[src/rtl/ctrl_decode_stage.sv]
// rtl/ctrl_decode_stage.sv - registered RV32I decode stage and ID/EX control pipeline register
module ctrl_decode_stage #(
  parameter int XLEN      = 32,
  parameter bit HAZARD_EN = 1'b1,
  parameter int CNT_W     = 8
) (
  input  logic             clk,
  input  logic             rst,
  input  logic             id_valid,
  input  logic [31:0]      id_instr,
  input  logic [XLEN-1:0]  id_pc,
  input  logic             hold,
  input  logic             flush,
  output logic             stall_if,
  output logic             ex_valid,
  output logic [XLEN-1:0]  ex_pc,
  output logic [4:0]       ex_rd,
  output logic [4:0]       ex_rs1,
  output logic [4:0]       ex_rs2,
  output logic [2:0]       ex_funct3,
  output logic             ex_funct7b5,
  output logic [1:0]       ex_alu_op,
  output logic             ex_alu_src,
  output logic [1:0]       ex_alu_src_a,
  output logic             ex_mem_read,
  output logic             ex_mem_write,
  output logic             ex_reg_write,
  output logic             ex_branch,
  output logic             ex_jump,
  output logic             ex_jump_reg,
  output logic [1:0]       ex_result_sel,
  output logic             ex_illegal,
  output logic [CNT_W-1:0] illegal_cnt
);

  localparam logic [6:0] OP_R     = 7'b0110011;
  localparam logic [6:0] OP_I     = 7'b0010011;
  localparam logic [6:0] OP_LOAD  = 7'b0000011;
  localparam logic [6:0] OP_STORE = 7'b0100011;
  localparam logic [6:0] OP_BR    = 7'b1100011;
  localparam logic [6:0] OP_JAL   = 7'b1101111;
  localparam logic [6:0] OP_JALR  = 7'b1100111;
  localparam logic [6:0] OP_LUI   = 7'b0110111;
  localparam logic [6:0] OP_AUIPC = 7'b0010111;

  logic [6:0] opcode;
  logic [4:0] id_rd;
  logic [4:0] id_rs1;
  logic [4:0] id_rs2;

  logic [1:0] d_alu_op;
  logic       d_alu_src;
  logic [1:0] d_alu_src_a;
  logic       d_mem_read;
  logic       d_mem_write;
  logic       d_reg_write;
  logic       d_branch;
  logic       d_jump;
  logic       d_jump_reg;
  logic [1:0] d_result_sel;
  logic       d_illegal;
  logic       rs1_used;
  logic       rs2_used;

  logic       rs_match;
  logic       load_instr;
  logic       update_en;

  assign opcode = id_instr[6:0];
  assign id_rd  = id_instr[11:7];
  assign id_rs1 = id_instr[19:15];
  assign id_rs2 = id_instr[24:20];

  // Opcode to control bundle; unsupported opcodes leave every control at 0.
  always_comb begin
    d_alu_op     = 2'b00;
    d_alu_src    = 1'b0;
    d_alu_src_a  = 2'b00;
    d_mem_read   = 1'b0;
    d_mem_write  = 1'b0;
    d_reg_write  = 1'b0;
    d_branch     = 1'b0;
    d_jump       = 1'b0;
    d_jump_reg   = 1'b0;
    d_result_sel = 2'b00;
    d_illegal    = 1'b0;
    rs1_used     = 1'b0;
    rs2_used     = 1'b0;
    case (opcode)
      OP_R: begin
        d_alu_op    = 2'b10;
        d_reg_write = 1'b1;
        rs1_used    = 1'b1;
        rs2_used    = 1'b1;
      end
      OP_I: begin
        d_alu_op    = 2'b11;
        d_alu_src   = 1'b1;
        d_reg_write = 1'b1;
        rs1_used    = 1'b1;
      end
      OP_LOAD: begin
        d_alu_src    = 1'b1;
        d_mem_read   = 1'b1;
        d_reg_write  = 1'b1;
        d_result_sel = 2'b01;
        rs1_used     = 1'b1;
      end
      OP_STORE: begin
        d_alu_src   = 1'b1;
        d_mem_write = 1'b1;
        rs1_used    = 1'b1;
        rs2_used    = 1'b1;
      end
      OP_BR: begin
        d_alu_op = 2'b01;
        d_branch = 1'b1;
        rs1_used = 1'b1;
        rs2_used = 1'b1;
      end
      OP_JAL: begin
        d_jump       = 1'b1;
        d_reg_write  = 1'b1;
        d_result_sel = 2'b10;
        d_alu_src_a  = 2'b01;
        d_alu_src    = 1'b1;
      end
      OP_JALR: begin
        d_jump       = 1'b1;
        d_jump_reg   = 1'b1;
        d_reg_write  = 1'b1;
        d_result_sel = 2'b10;
        d_alu_src    = 1'b1;
        rs1_used     = 1'b1;
      end
      OP_LUI: begin
        d_alu_src_a = 2'b10;
        d_alu_src   = 1'b1;
        d_reg_write = 1'b1;
      end
      OP_AUIPC: begin
        d_alu_src_a = 2'b01;
        d_alu_src   = 1'b1;
        d_reg_write = 1'b1;
      end
      default: d_illegal = 1'b1;
    endcase
  end

  // Load-use: the load in EX writes a register the ID instruction actually reads.
  always_comb begin
    rs_match = (rs1_used && (ex_rd == id_rs1)) || (rs2_used && (ex_rd == id_rs2));
    stall_if = HAZARD_EN && id_valid && !flush && ex_valid && ex_mem_read
               && (ex_rd != 5'd0) && rs_match;
  end

  // Flush forces a bubble even under hold; otherwise hold freezes everything.
  assign update_en  = flush || !hold;
  assign load_instr = !flush && id_valid && !stall_if;

  // ID/EX control register: decoded bundle on a real issue, all-zero bubble otherwise.
  always_ff @(posedge clk or posedge rst) begin
    if (rst) begin
      ex_valid      <= 1'b0;
      ex_pc         <= '0;
      ex_rd         <= '0;
      ex_rs1        <= '0;
      ex_rs2        <= '0;
      ex_funct3     <= '0;
      ex_funct7b5   <= 1'b0;
      ex_alu_op     <= '0;
      ex_alu_src    <= 1'b0;
      ex_alu_src_a  <= '0;
      ex_mem_read   <= 1'b0;
      ex_mem_write  <= 1'b0;
      ex_reg_write  <= 1'b0;
      ex_branch     <= 1'b0;
      ex_jump       <= 1'b0;
      ex_jump_reg   <= 1'b0;
      ex_result_sel <= '0;
      ex_illegal    <= 1'b0;
    end else if (update_en) begin
      ex_valid      <= load_instr;
      ex_pc         <= load_instr ? id_pc : '0;
      ex_rd         <= load_instr ? id_rd : 5'd0;
      ex_rs1        <= load_instr ? id_rs1 : 5'd0;
      ex_rs2        <= load_instr ? id_rs2 : 5'd0;
      ex_funct3     <= load_instr ? id_instr[14:12] : 3'd0;
      ex_funct7b5   <= load_instr && id_instr[30];
      ex_alu_op     <= load_instr ? d_alu_op : 2'b00;
      ex_alu_src    <= load_instr && d_alu_src;
      ex_alu_src_a  <= load_instr ? d_alu_src_a : 2'b00;
      ex_mem_read   <= load_instr && d_mem_read;
      ex_mem_write  <= load_instr && d_mem_write;
      ex_reg_write  <= load_instr && d_reg_write;
      ex_branch     <= load_instr && d_branch;
      ex_jump       <= load_instr && d_jump;
      ex_jump_reg   <= load_instr && d_jump_reg;
      ex_result_sel <= load_instr ? d_result_sel : 2'b00;
      ex_illegal    <= load_instr && d_illegal;
    end
  end

  // Saturating count of illegal instructions that actually issued into EX.
  always_ff @(posedge clk or posedge rst) begin
    if (rst) begin
      illegal_cnt <= '0;
    end else if (update_en && load_instr && d_illegal && (illegal_cnt != {CNT_W{1'b1}})) begin
      illegal_cnt <= illegal_cnt + CNT_W'(1);
    end
  end

endmodule

[config.mk]
export PLATFORM = sky130hd
export DESIGN_NAME = ctrl_decode_stage
export DESIGN_NICKNAME = d
export VERILOG_FILES = /design/src/rtl/ctrl_decode_stage.sv
export SDC_FILE = /design/constraint.sdc
export NUM_CORES = 1
export LEC_CHECK = 0
export ABC_AREA = 1
export BUFFER_PORTS_ARGS = -buffer_cell sky130_fd_sc_hd__buf_4
export CAP_MARGIN = 25
export CORE_AREA = 4 4 91 85
export CTS_BUF_LIST = sky130_fd_sc_hd__clkbuf_4
export CTS_CLUSTER_DIAMETER = 150
export DETAILED_ROUTE_END_ITERATION = 10
export DIE_AREA = 0 0 95 89
export PLACE_DENSITY = 0.92
export REMOVE_ABC_BUFFERS = 1
export SLEW_MARGIN = 40
export SYNTH_ARGS = -nofsm -noshare
export SYNTH_HDL_FRONTEND = slang
export SYNTH_SLANG_ARGS = --single-unit
[constraint.sdc]
create_clock -name clk -period 2.5 [get_ports clk]
set_input_delay 0.25 -clock clk [delete_from_list [all_inputs] [get_ports clk]]
set_output_delay 0.25 -clock clk [all_outputs]
set_load 0.01 [all_outputs]
# --- Word-level counts from Yosys, hierarchy flattened ---
# Index checks and enable logic that the tools add are counted.
# Widths: inputs -> output; s select.
totals:
  reg_bits: 74
  input_bits: 69
  output_inout_bits: 75
classes:
  addsub: 1
  eq_ne: 12
  n_mux: 21
  n_reduce_logical: 33
op_table:
  columns: ["op", "count"]
  rows:
  - ["$mux 32", 1]
  - ["$eq 7x6->1 const B", 3]
  - ["$eq 7x7->1 const B", 3]
  - ["$logic_and 1x1->1", 20]
  - ["$mux 5", 3]
  - ["$eq 7x5->1 const B", 2]
  - ["$reduce_or 7->1", 2]
  - ["$eq 5x5->1", 2]
  - ["$mux 1", 10]
  - ["$reduce_or 9->1", 1]
  - ["$add 8x1->8 const B", 1]
  - ["$ne 8x8->1 const B", 1]
  - ["$pmux 2 s2", 2]
  - ["$eq 7x2->1 const B", 1]
  - ["$mux 2", 3]
  - ["$pmux 2 s3", 1]
  - ["$reduce_or 6->1", 1]
  - ["$reduce_bool 5->1", 1]
  - ["$reduce_or 2->1", 2]
  - ["$logic_not 1->1", 3]
  - ["$mux 3", 1]
  - ["$reduce_or 3->1", 1]
  - ["$logic_or 1x1->1", 2]

# --- Depth between registers and ports, before layout ---
# Gate-level depths: netlist of the first run.
depth:
  ltp_word: 11
  ltp_mapped: 12

# --- Worst setup path after synthesis of the first run ---
# No wires, ideal clock.
synth_timing:
  path_type: "flip-flop to flip-flop"
  startpoint: "register illegal_cnt[0]"
  endpoint: "register illegal_cnt[2]"
  arrival_time_ps: 1376
  slack_ps: 1004
  stages_incl_launch_ff: 8
  synth_period_minus_slack_ps: 1496
  path_cell_list: "dfrtp_1 -> ha_1 -> nand3_1 -> nor2_1 -> nand3_1 -> nand4_2 -> nand2_1 -> nand2_1"
synth_via:
  elab_chain_cells: 2
  word_cells_on_any_way: 3
  cone_classes: "add/sub: 1; eq/ne: 1; reduce/logical: 1"
synth_lines:
  columns: ["element", "line", "source"]
  rows:
  - ["start, declared", "33", "output logic [CNT_W-1:0] illegal_cnt"]
  - ["start signal, assigned", "209", "illegal_cnt <= illegal_cnt + CNT_W'(1);"]
  - ["parallel branches: the longest is 2 deep, another holds $add 8x1->8", null, null]
# Parallel ways; which one is timed is not known.
# A chain may end at the register's enable or synchronous reset.

# --- Final worst setup path of the first run ---
layout_timing:
  startpoint: "register ex_rd[1]"
  endpoint: "output port stall_if"
layout_via:
  elab_chain_cells: 4
  word_cells_on_any_way: 8
  cone_classes: "eq/ne: 2; reduce/logical: 6"
layout_lines:
  columns: ["element", "line", "source"]
  rows:
  - ["start, declared", "17", "output logic [4:0] ex_rd,"]
  - ["start signal, assigned", "185", "ex_rd <= load_instr ? id_rd : 5'd0;"]
  - ["$eq 5x5->1", "152", "rs_match = (rs1_used && (ex_rd == id_rs1)) || (rs2_used && (ex_rd == id_rs2));"]
  - ["$logic_and 1x1->1", "152", null]
  - ["$logic_or 1x1->1", "152", null]
  - ["$logic_and 1x1->1 *", "154", "&& (ex_rd != 5'd0) && rs_match;"]
  - ["end, declared", "14", "output logic stall_if,"]
# Every way passes the cells marked *; elsewhere a longest branch is shown, timed or not.

==> impl_metrics.toml, run 1 <==
[outcome]
status = "complete, no violations"

[global_routing]
grt_max_degree = 53
grt_overflow = 0
antenna_found_initial = 0
grt_pass1_vias = 2996
grt_pass1_wl_um = 14200
grt_util_all_layers_pct = 21.5

[clock_network]
cts-root-buf = "clkbuf_4"
clk_latency_ns = 0.41
cts_tree = "done"
cts_hold_buffers = 1
cts_buffer_depth = 2
cts.clk_slew.worst_paths_ns = 0.12
cts_setup_buffers = 0
htree_num_levels = 3
cts_sinks = 73
cts_resized = 0
cts_buffers = 9

[synth]
synth_seq_cells = 73
synth_compound_area_share_pct = 4.11
synth-xor-area-share_pct = 2.42
synth.area.mux_share_pct = 0
ys_top_cells_by_area = "dfrtp_1, nand2_1, inv_1"
synth_area_per_cell_um2 = 8.08
ys_seq_area_share_pct = 56.1
yosysTopAreaCellShare_pct = 56.1
synthSimpleGateAreaFrac_pct = 31.2
syn-cell-area_um2 = 3260
synth_top_family_by_area = "simple AND/OR/NAND/NOR gates"
synthAdderAreaFrac_pct = 0.384
yosys_warnings = 0
synthCells = 403
synth_cell_types = 23
yosysTopAreaCell = "dfrtp_1"

[cells_and_area]
final_cell_area_um2 = 4530
fin_nets = 613
antenna_cells = 0
top_register = "ex_pc"
final_util_pct = 66.4
reg.largest.list = "ex_pc (32), illegal_cnt (8)"
drive_gt1_share_pct = 31.3
fill_cells = 564
syn_to_final_growth_pct = 39.0
largest_reg_flops = 32

[min_path]
min_from = "id_pc[21]"
whs_path_depth = 3
hold_path.class = "input port to flip-flop"
worstHoldEndpoint = "ex_pc[21]$_DFFE_PP0N_"

[route]
wirelength_um = 8960
vias = 3122
route.detailed.drc = 0
antenna_left = 0
vias_per_cell = 4.88
drt_iter0_drc = 125
wl_per_cell_um = 14.0
dr.pass1.iters = 5

[worst_setup_path]
rr_worst_depth = 11
critPathMaxFanout = 4
critical_path_buf_inv_count = 3
critical-path-top-delay-family = "simple AND/OR/NAND/NOR gates"
timing_worst_setup_path_type = "flip-flop to output pin"
crit_path_end_kind = "output pin"
rrSetupSlack_ns = 0.66
r2r_start = "ex_rd[1]$_DFFE_PP0N_"
max_stage_delay_ns = 0.42
path_cells = "inv_1, o21ai_0, nor2_1, nand2_1, nor2_1, nand2_1, nand2_2, nand2_2, inv_1, buf_4"
slowest_stage = "dfrtp_1"
cp.required_ns = 2.25
arrival_ns = 1.75
critPathLaunchType = "flip-flop"
reg2reg_to = "ex_alu_op[0]$_DFFE_PP0N_"

[die]
core_um2 = 6820
die_y_um = 89
start_util_pct = 47.8
fp-row-count = 29
die_x_um = 95
die_area_um2 = 8460
ios = 144

[sta]
fin_tns_setup_ns = 0
slew_viol_final = 0
timing.fmax_mhz = 501
tightest_slew_ns = 0.559
slew_headroom_pct = 62.7
fin_crit_sh_pct = 79.9
setup-violations-final = 0
rsz0062_at_grt = "false"
hold_violations = 0
finClkSkew_ns = 0.0143
whs_ns = 0.0259
period_needed_ns = 2.00

[power_and_ir_drop]
switchingPower_w = 0.000663
power_leakage_nw = 2.63
switching_share_pct = 27.7
ir_drop_v = 0.000339
power.internal_w = 0.00173
seqPwrFrac_pct = 54.2
powerDensity_nw_per_um2 = 529
pwr-share-clk_pct = 29.1
total_power_w = 0.00240
p_comb_share_pct = 16.7

[placement]
dp_hpwl_um = 6760
dpl-instance-area_um2 = 4390
portBuffers = 137
gp_congestion = 0.851

[run]
max_cap_viol_count = 0
final cells by class:
| class | instances | area, um^2 | area share [%] |
|---|---|---|---|
| clock buffer | 9 | 67.6 | 1.49 |
| clock inverter | 6 | 60.1 | 1.33 |
| inverter | 32 | 120 | 2.65 |
| multi-input combinational | 284 | 1250 | 27.6 |
| sequential | 73 | 1830 | 40.3 |
| tap | 93 | 116 | 2.57 |
| timing repair buffer | 143 | 1090 | 24.0 |
power groups by stage:
stage          Clock [W]  Combinational [W]  Sequential, W
6_report        0.000696           0.000401        0.00130
5_1_grt         0.000758           0.000445        0.00131
4_1_cts         0.000717           0.000407        0.00130
3_5_place_dp           0           0.000405        0.00132
3_3_place_gp           0           0.000390        0.00132
2_1_floorplan          0           0.000148        0.00134
Yosys cell counts:
cell type	number
buf_1	1
nand3_1	9
inv_1	28
nand4_2	1
buf_4	3
nand2_1	198
xnor2_1	4
nand2_2	5
nor2_1	17
nor2_2	1
buf_2	5
o21ai_0	19
inv_2	4
xor2_1	5
dfrtp_1	73
nor3_1	4
a21oi_4	1
o22ai_1	1
nand4_1	15
clkbuf_1	5
a31oi_1	1
ha_1	1
o21ai_1	2
per-stage QoR:
step           cells  setup slack [ns]
6_report         640             0.504
5_1_grt          640             0.314
4_1_cts          640             0.503
3_5_place_dp     624             0.577
3_3_place_gp     624             0.644
2_1_floorplan    389            -0.267
cells by family after synthesis:
logic type | count (synthesis)
simple gates | 250
buf+inv | 46
xor+xnor | 9
compound gates | 24
fa+ha+maj | 1
flops | 73
worst reg2reg max path, delay by kind of cell (launching register included):
family	cells	cell delay [ns]
AO/OA/AOI/OAI	2	0.45
AND/OR/NAND/NOR	7	0.56
buffers and inverters	2	0.37
flip-flops	1	0.40
routing by layer:
metal | wire (um) | vias to the layer above | track usage [%]
met3 | 630 | 11 | 5.05
li1 | - | 1525 | -
met5 | 0 | - | 0
met2 | 4660 | 107 | 38.0
met4 | 113 | 0 | 6.16
met1 | 3560 | 1479 | 26.5
how the worst max path moves through the flow:
| stage | start | end | slack [ns] | cells past startpoint |
|---|---|---|---|---|
| 4_1_cts | ex_rd[1]$_DFFE_PP0N_ | stall_if | 0.50 | 10 |
| 5_1_grt | ex_rd[1]$_DFFE_PP0N_ | stall_if | 0.31 | 10 |
| 3_5_place_dp | id_instr[1] | ex_alu_op[0]$_DFFE_PP0N_ | 0.58 | 13 |
| 2_1_floorplan | hold | ex_alu_src$_DFFE_PP0N_ | -0.27 | 5 |
| 6_report | ex_rd[1]$_DFFE_PP0N_ | stall_if | 0.50 | 10 |
| 3_3_place_gp | id_instr[1] | ex_alu_op[0]$_DFFE_PP0N_ | 0.64 | 13 |
cells in the final DEF, fill, tap and decap left out, types with 2 or more instances in the layout:
cell type	count
nand2_1	198
nand3_1	9
o21ai_1	2
inv_2	5
dfrtp_1	73
xor2_1	5
nor2_1	16
nand4_1	15
clkinvlp_4	2
buf_4	141
nor3_1	4
clkbuf_4	9
nand2_2	5
inv_1	27
o21ai_0	19
xnor2_1	4
clkinv_2	3
(Power assumes the default switching activity.)
==> inputs of run 2 (changes only) <==
--- a/config.mk
+++ b/config.mk
@@ -5,14 +5,14 @@
 export SDC_FILE = /design/constraint.sdc
 export NUM_CORES = 1
 export LEC_CHECK = 0
-export ABC_AREA = 1
+export ABC_AREA = 0
 export BUFFER_PORTS_ARGS = -buffer_cell sky130_fd_sc_hd__buf_4
 export CAP_MARGIN = 25
-export CORE_AREA = 4 4 91 85
+export CORE_AREA = 4 4 91 84
 export CTS_BUF_LIST = sky130_fd_sc_hd__clkbuf_4
 export CTS_CLUSTER_DIAMETER = 150
 export DETAILED_ROUTE_END_ITERATION = 10
-export DIE_AREA = 0 0 95 89
+export DIE_AREA = 0 0 95 88
 export PLACE_DENSITY = 0.92
 export REMOVE_ABC_BUFFERS = 1
 export SLEW_MARGIN = 40
==> constraint.sdc (replaced) <==
create_clock -name clk -period 2 [get_ports clk]
set_input_delay 0.2 -clock clk [delete_from_list [all_inputs] [get_ports clk]]
set_output_delay 0.2 -clock clk [all_outputs]
set_load 0.01 [all_outputs]
==> run 2 against run 1 <==
Net effect: the flow now finishes with violations (negative setup slack); first-iteration DRC count is 6.4% higher; via count is 2.8% higher; synthesized cell count down 13%; hold slack lost 0.012 ns; sequential power is 28% higher.
==> impl_metrics.toml, run 2 <==
[clock_network]
clk_latency_ns = 0.41
htree_num_levels = 3
cts_buffer_depth = 2
cts.clk_slew.worst_paths_ns = 0.13
cts_buffers = 9
cts_sinks = 73
cts-root-buf = "clkbuf_4"
cts_tree = "done"

[route]
wirelength_um = 10100
antenna_left = 0
drt_iter0_drc = 133
vias = 3210
route.detailed.drc = 0
vias_per_cell = 5.30
dr.pass1.iters = 4
wl_per_cell_um = 16.7

[worst_setup_path]
timing_worst_setup_path_type = "flip-flop to output pin"
crit_path_end_kind = "output pin"
cp.required_ns = 1.80
rr_worst_depth = 10
reg2reg_to = "ex_funct7b5$_DFFE_PP0N_"
path_common_cell = "buf_6"
slowest_stage = "dfrtp_1"
r2r_start = "ex_rd[1]$_DFFE_PP0N_"
critical_path_buf_inv_count = 2
arrival_ns = 2.12
path_cells = "xor2_1, nor3_2, nand4_1, a221oi_4, buf_6, buf_6"
critical-path-top-delay-family = "flip-flops"
critPathLaunchType = "flip-flop"
rrSetupSlack_ns = -0.28
critPathMaxFanout = 5
max_stage_delay_ns = 0.47

[global_routing]
grt_max_degree = 66
grt_pass1_vias = 3005
grt_util_all_layers_pct = 21.8
grt_pass1_wl_um = 14300
grt_overflow = 0
antenna_found_initial = 0

[cells_and_area]
syn_to_final_growth_pct = 59.7
top_register = "ex_pc"
antenna_cells = 0
fin_nets = 581
final_cell_mix = "buf_4, nand2_1, dfrtp_1"
final_util_pct = 77.7
reg.largest.list = "ex_pc (32), illegal_cnt (8)"
final_common_cell = "buf_4"
largest_reg_flops = 32
fill_cells = 449
drive_gt1_share_pct = 47.1

[die]
core_um2 = 6590
start_util_pct = 48.7
die_y_um = 88
die_x_um = 95
die_area_um2 = 8360
fp-row-count = 28
ios = 144

[outcome]
violations = "negative setup slack"
status = "finished with violations"

[sta]
slew_viol_final = 0
fin_crit_sh_pct = 116
tightest_slew_ns = 0.611
slew_headroom_pct = 59.2
finClkSkew_ns = 0.0187
setup-violations-final = 63
hold_violations = 0
rsz0062_at_grt = "true"
timing.fmax_mhz = 431
fin_ws_ns = -0.318
period_needed_ns = 2.32

[placement]
pre_cts_ws_ns = -0.116
gp_congestion = 0.833
dp_hpwl_um = 6300
portBuffers = 137

[min_path]
whs_path_depth = 3
worstHoldEndpoint = "ex_pc[20]$_DFFE_PP0N_"
min_from = "id_pc[20]"
hold_path.class = "input port to flip-flop"

[power_and_ir_drop]
ir_drop_v = 0.000463
powerDensity_nw_per_um2 = 662
total_power_w = 0.00339
power_leakage_nw = 2.51

[run]
max_cap_viol_count = 0

[synth]
synth_cell_types = 35
synth_seq_cells = 73
ys_top_cells_by_area = "dfrtp_1, nand2_1, o21ai_0"
ys_seq_area_share_pct = 57.0
synth_common_cells = "nand2_1, dfrtp_1, o21ai_0"
ys.flop_type = "dfrtp_1"
synthArstFlopShare_pct = 100
yosysTopAreaCell = "dfrtp_1"
yosysTopAreaCellShare_pct = 57.0
synth_edf_count = 0
synth_area_per_cell_um2 = 9.10
synth.most_common_cell = "nand2_1"
synthCells = 352
yosys_warnings = 0
syn-cell-area_um2 = 3200
-- run 2: where the power goes --
| part | internal, W | switching, W | leakage [nW] | total, W |
|---|---|---|---|---|
| sequential | 0.00156 | 0.0000981 | 0.988 | 0.00166 |
| clock | 0.000642 | 0.000512 | 0.0940 | 0.00115 |
| combinational | 0.000293 | 0.000280 | 1.42 | 0.000573 |
-- run 2: timing repair --
action                                 CTS  global route
gates resized for setup                  5           122
hold buffers                             1             0
buffers inserted                         2             9
setup endpoints to repair               57            63
pin swaps                                7            20
cloned                                   0             5
endpoints found under the hold margin   27             0
-- run 2: metrics by stage --
| stage | hold slack [ns] | TNS [ns] | area (um^2) | instances |
|---|---|---|---|---|
| floorplan | 0.327 | -124.91 | 3110 | 331 |
| global placement | 0.300 | -0.0156 | 4420 | 573 |
| detailed placement | 0.317 | -4.29 | 4420 | 573 |
| CTS | 0.0155 | -3.62 | 4640 | 592 |
| global route | 0.00601 | -14.54 | 5120 | 606 |
| finish | 0.0143 | -10.12 | 5120 | 606 |
-- run 2: worst max path at each step --
stage | startpoint | end | slack (ns) | cells after the start
after floorplan | flush | illegal_cnt[7]$_DFFE_PP0P_ | -2.80 | 4
after global placement | ex_rd[3]$_DFFE_PP0N_ | stall_if | -0.006 | 6
after detailed placement | ex_rd[3]$_DFFE_PP0N_ | ex_pc[13]$_DFFE_PP0N_ | -0.12 | 6
after CTS | ex_rd[0]$_DFFE_PP0N_ | stall_if | -0.29 | 6
after global routing | ex_rd[1]$_DFFE_PP0N_ | stall_if | -0.41 | 6
final | ex_rd[1]$_DFFE_PP0N_ | stall_if | -0.32 | 6
-- run 2: logic make-up after synthesis --
| logic type | share of synthesized area [%] |
|---|---|
| AOI/OAI and AO/OA | 12.5 |
| xor gates and xnor gates | 4.10 |
| adders and majority gates | 0.390 |
| buffers and inverters | 3.24 |
| DFF | 57.0 |
| muxes | 1.02 |
| and+or+nand+nor | 21.7 |
-- run 2: final cells by class --
class	count	area, um^2	area share [%]
timing repair buffer	169	1470	28.7
clock inverter	6	106	2.08
multi-input combinational	255	1520	29.6
clock buffer	10	75.1	1.47
sequential	73	1830	35.7
inverter	3	11.3	0.220
tap	90	113	2.20
-- run 2: metal layers --
metal	vias to the layer above	part of all wire, %	global-route usage (%)	wire length [um]
met5	-	0	0	0
met3	25	8.6	5.76	873
li1	1498	-	-	-
met2	141	54	36.4	5420
met1	1546	35	27.6	3570
met4	0	2.5	7.73	252
-- run 2: worst min-delay path: stages --
cell	delay, ns
buf_4	0.11
nand2_1	0.05
o21ai_1	0.05
